File: config.mk
export PLATFORM = sky130hd
export DESIGN_NAME = ysyx_22040931_if_stage
export DESIGN_NICKNAME = d
export VERILOG_FILES = /design/src/rtl/ysyx_22040931_if_stage.sv
export SDC_FILE = /design/constraint.sdc
export NUM_CORES = 1
export LEC_CHECK = 0
export CELL_PAD_IN_SITES_DETAIL_PLACEMENT = 1
export CELL_PAD_IN_SITES_GLOBAL_PLACEMENT = 1
export CORE_MARGIN = 2
export CORE_UTILIZATION = 31
export CTS_CLUSTER_DIAMETER = 30
export DETAILED_ROUTE_END_ITERATION = 7
export GPL_TIMING_DRIVEN = 0
export PLACE_DENSITY = 0.75
export SYNTH_ARGS = -nofsm -noshare
export SYNTH_HDL_FRONTEND = slang
export SYNTH_SLANG_ARGS = --single-unit
File: constraint.sdc
create_clock -name clock -period 2.1 [get_ports clock]
set_input_delay 0.315 -clock clock [delete_from_list [all_inputs] [get_ports clock]]
set_output_delay 0.315 -clock clock [all_outputs]
set_load 0.05 [all_outputs]
File: src/rtl/ysyx_22040931_if_stage.sv
// Instruction-fetch stage: owns the PC, keeps at most one fetch outstanding, and
// holds the fetched instruction in a single-entry IF/ID buffer for decode.
module ysyx_22040931_if_stage #(
  parameter logic [63:0] RESET_PC = 64'h0000_0000_8000_0000
) (
  input  logic        clock,
  input  logic        reset,
  input  logic        redirect_valid,
  input  logic [63:0] redirect_pc,
  output logic        imem_req_valid,
  input  logic        imem_req_ready,
  output logic [63:0] imem_addr,
  input  logic        imem_rsp_valid,
  input  logic [31:0] imem_rsp_data,
  output logic        out_valid,
  input  logic        out_ready,
  output logic [63:0] out_pc,
  output logic [31:0] out_instr
);
  typedef enum logic [1:0] {S_REQ, S_WAIT, S_KILL} state_e;

  state_e      state_q, state_d;
  logic [63:0] pc_q, pc_d;
  logic [63:0] req_pc_q, req_pc_d;
  logic        out_valid_q, out_valid_d;
  logic [63:0] out_pc_q, out_pc_d;
  logic [31:0] out_instr_q, out_instr_d;
  logic        req_fire;

  // Only request when the buffer is free or draining this cycle, so a response
  // can never land on top of an unconsumed instruction.
  assign imem_req_valid = (state_q == S_REQ) && !redirect_valid && (!out_valid_q || out_ready);
  assign imem_addr      = pc_q;
  assign req_fire       = imem_req_valid && imem_req_ready;

  assign out_valid = out_valid_q;
  assign out_pc    = out_pc_q;
  assign out_instr = out_instr_q;

  always_comb begin
    state_d     = state_q;
    pc_d        = pc_q;
    req_pc_d    = req_pc_q;
    out_valid_d = out_valid_q;
    out_pc_d    = out_pc_q;
    out_instr_d = out_instr_q;
    if (redirect_valid) begin
      pc_d        = redirect_pc;
      out_valid_d = 1'b0;
      // An in-flight fetch is wrong-path; its response must still be absorbed.
      case (state_q)
        S_WAIT:  state_d = imem_rsp_valid ? S_REQ : S_KILL;
        S_KILL:  state_d = imem_rsp_valid ? S_REQ : S_KILL;
        default: state_d = S_REQ;
      endcase
    end else begin
      if (out_valid_q && out_ready) out_valid_d = 1'b0;
      case (state_q)
        S_REQ: begin
          if (req_fire) begin
            req_pc_d = pc_q;
            pc_d     = pc_q + 64'd4;
            state_d  = S_WAIT;
          end
        end
        S_WAIT: begin
          if (imem_rsp_valid) begin
            out_valid_d = 1'b1;
            out_pc_d    = req_pc_q;
            out_instr_d = imem_rsp_data;
            state_d     = S_REQ;
          end
        end
        S_KILL: begin
          if (imem_rsp_valid) state_d = S_REQ;
        end
        default: state_d = S_REQ;
      endcase
    end
  end

  always_ff @(posedge clock) begin
    if (reset) begin
      state_q     <= S_REQ;
      pc_q        <= RESET_PC;
      req_pc_q    <= 64'd0;
      out_valid_q <= 1'b0;
      out_pc_q    <= 64'd0;
      out_instr_q <= 32'd0;
    end else begin
      state_q     <= state_d;
      pc_q        <= pc_d;
      req_pc_q    <= req_pc_d;
      out_valid_q <= out_valid_d;
      out_pc_q    <= out_pc_d;
      out_instr_q <= out_instr_d;
    end
  end
endmodule

==> metrics.txt <==
# rows=63; GRT met3 Usage=0.05115; Starting Density=0.3163; WHS Path Cells=3; final hold vios=0; RSZ-0062 raised after global routing=true; clk_lat worst skew=560 ps; RR Startpoint=imem_addr[7]; chip height=178.4 µm; fin crit share=1.039; drt drc=0; Clock Skew=16.27 ps; gr ovfl total=0; Ys Warns=0; routed wire length=42.65 mm; Rel. slew slack=0.3958; global-route wire length before repair=62.65 mm; htree depth=2; max-slew violations=0; met1 Use GR=0.3240; reg2reg end=imem_addr[46]; Simple-Gate Fraction of Synth Area=0.2743; Final WS setup=-81.20 ps; setup_tns=-389.3 ps; largest net degree at the start of global routing=15; Setup violations, final=11; CP max-delay cell=dfxtp_4; LEAKAGE=5.866 nW; syn nets=1315; synth cell count leaders=364 x nand2_1, 227 x dfxtp_1, 196 x a21oi_1; core box area=0.02980 mm²; worst min-delay path startpoint=imem_rsp_data[31]; syn_area_per_cell=7.788 µm²; number of synthesized flops with an enable pin=0; number of DRC markers in iteration 0=744; GPL Wtd Cong=0.8976; clock root cell=clkbuf_16; TritonCTS Sinks=227; Die X=178.4 µm; Final min period=2181 ps; status=complete, but fails checks; Vias/cell=5.305; Hold EP=out_instr[31]; Via Count=10.70k; gr busiest metal=met2; failing checks=negative setup slack; crit path DAT=2620 ps; Hold WC Path Type=in2reg; Max IR drop VDD=0.0005587 V; Max Cap Viol=0; Yosys top cell area share=0.4822; power per cell area=953.6 mW/mm²; Worst path max stage delay=360 ps; top-count cell post-synth=nand2_1; area leader, netlist=dfxtp_1; HPWL Detailed=28.43 mm; Adder-Cell Fraction of Synth Area=0.003983; #FFs+latches synth=227; Top Ports=264; worst-path fanout max=7; largest family of logic cells by synthesized area=simple AND/OR/NAND/NOR gates; worst path cell trace=buf_8, nand3_4, nor4_4, buf_4, nand4_1, buf_6, nor4_4, nor3_2, a2111oi_2; post-synthesis cell count=1210; Reg2Reg Depth=9; mux share of post-synthesis cell area=0.01235; CTS Buf Count=56; input/output buffers=262; die footprint=0.03181 mm²; DR pass1 iterations=6; Synth area leaders=dfxtp_1 48%, nand2_1 14%, a21oi_1 10%; crit-path most repeated cell=nor4_4; area of the mapped netlist=0.009424 mm²; share of layout cells above drive strength 1=0.1925; crit path capture type=flip-flop; mean routed wirelength per cell=21.15 µm; achievable clock frequency=458.5 MHz; clk slew on worst S/H paths=50 ps; vias in the first global route=10.95k; Layout Nets=1686; CTS tree=built; Clock Path Buffers=3; worst path required time=2540 ps; Total Power=14.86 mW; Compound-Gate Fraction of Synth Area=0.1718; Hold Buf Count CTS=0; startpoint class of the critical path=flip-flop; measured slew at the worst slew-check pin=906.3 ps; met2 Usage GRT=0.4262; Filler Cell Count=3492; synth unique cells=62; initial antenna violation count=2; ys async rst share=0; sequential share of the synthesized area=0.4822; ANT nets after route=0; XOR/XNOR Fraction of Synth Area=0.01580; Layout area overhead=65.32%; Reg2Reg Setup Slack=-80 ps; WS Path Type=reg2reg; total global-route track usage=0.2576; ys flop type=dfxtp_1
[sequential cells by signal, indices dropped and copies added (netlist names)]
signal / flops
imem_addr: 64
out_instr: 32
out_pc: 64
out_valid: 1
req_pc_q: 64
state_q: 2
[cell usage in the layout (no fill, tap or decap), types with 5 or more instances in the layout]
master	instances
inv_1	6
clkinvlp_4	13
dlygate4sd2_1	38
nand4_4	5
clkbuf_2	14
buf_2	6
and3_1	9
clkbuf_8	9
buf_6	12
a31oi_1	18
buf_4	48
dlymetal6s2s_1	14
a22oi_1	6
or3_1	6
clkbuf_1	48
dfxtp_1	181
a211oi_1	10
o211ai_1	6
nand2_1	362
a21oi_1	194
nand4_1	22
nor3_1	10
a221oi_1	7
mux2i_1	6
clkbuf_16	58
nor4_4	10
nand3_1	17
clkinv_2	8
xnor2_1	12
bufinv_16	7
dfxtp_2	23
dfxtp_4	23
nor4_1	5
o21ai_0	21
nor2_1	52
xor2_1	5
clkbuf_4	6
and2_1	9
clkdlybuf4s50_1	208
[cell type report]
cell class / instances / area (µm²) / area share
Inverter: 10 / 40.04 / 0.002570
Clock inverter: 33 / 384.1 / 0.02465
Clock buffer: 70 / 1577 / 0.1012
Sequential cell: 227 / 4659 / 0.2991
Tap cell: 390 / 488.0 / 0.03132
Multi-Input combinational cell: 887 / 4933 / 0.3167
Buffer: 85 / 469.2 / 0.03012
Timing Repair Buffer: 314 / 3027 / 0.1943
Antenna cell: 1 / 2.502 / 0.0001606
[power by group]
part | switching [mW] | total [mW] | internal [mW]
Clock | 2.72 | 8.85 | 6.13
Sequential | 0.188 | 4.63 | 4.44
Combinational | 0.871 | 1.38 | 0.507
[how the worst max path moves through the flow]
stage / start / endpoint / slack [ps] / depth (start not counted)
floorplan: imem_addr[3] / imem_addr[58] / -70 / 8
global placement: out_ready / state_q[1] / -1190 / 8
detailed placement: out_ready / state_q[1] / -1220 / 8
CTS: state_q[1] / imem_addr[46] / -90 / 10
global route: imem_addr[39] / imem_addr[57] / -160 / 9
finish: imem_addr[7] / imem_addr[46] / -80 / 9
[worst max-delay path, delay by kind of cell, from the launching register on]
kind	cells	cell delay (ps)
buffers and inverters	3	470
AND/OR/NAND/NOR	5	880
AO/OA/AOI/OAI	1	340
flip-flops	1	360
[routing by layer]
metal / share of wire / vias up
met5: 0.00030 / -
met2: 0.47 / 454
met4: 0.039 / 2
met1: 0.41 / 5186
met3: 0.073 / 118
li1: - / 4940
[repair_timing]
item	in CTS	in global routing
setup buffers	23	29
resized for setup	130	100
setup endpoints to repair	208	132
pin swaps	9	34
[metrics by stage]
step           hold slack [ps]  cells  setup slack [ps]    util  area, µm²
2_1_floorplan            432.2   1210            -73.52       -       9567
3_3_place_gp             441.5   1862             -1191  0.4255      12680
3_5_place_dp             446.5   1862             -1220  0.4255      12680
4_1_cts                  296.0   1988            -86.19  0.5042      15020
5_1_grt                  310.5   2017            -156.4  0.5229      15580
6_report                 314.4   2017            -81.20  0.5229      15580
[cells by family after synthesis]
kind of cell	after synthesis
xor gates and xnor gates	17
and+or+nand+nor	568
AOI/OAI and AO/OA	288
DFF	227
adders and majority gates	3
buffers and inverters	96
muxes	11
(Power assumes the default switching activity.)
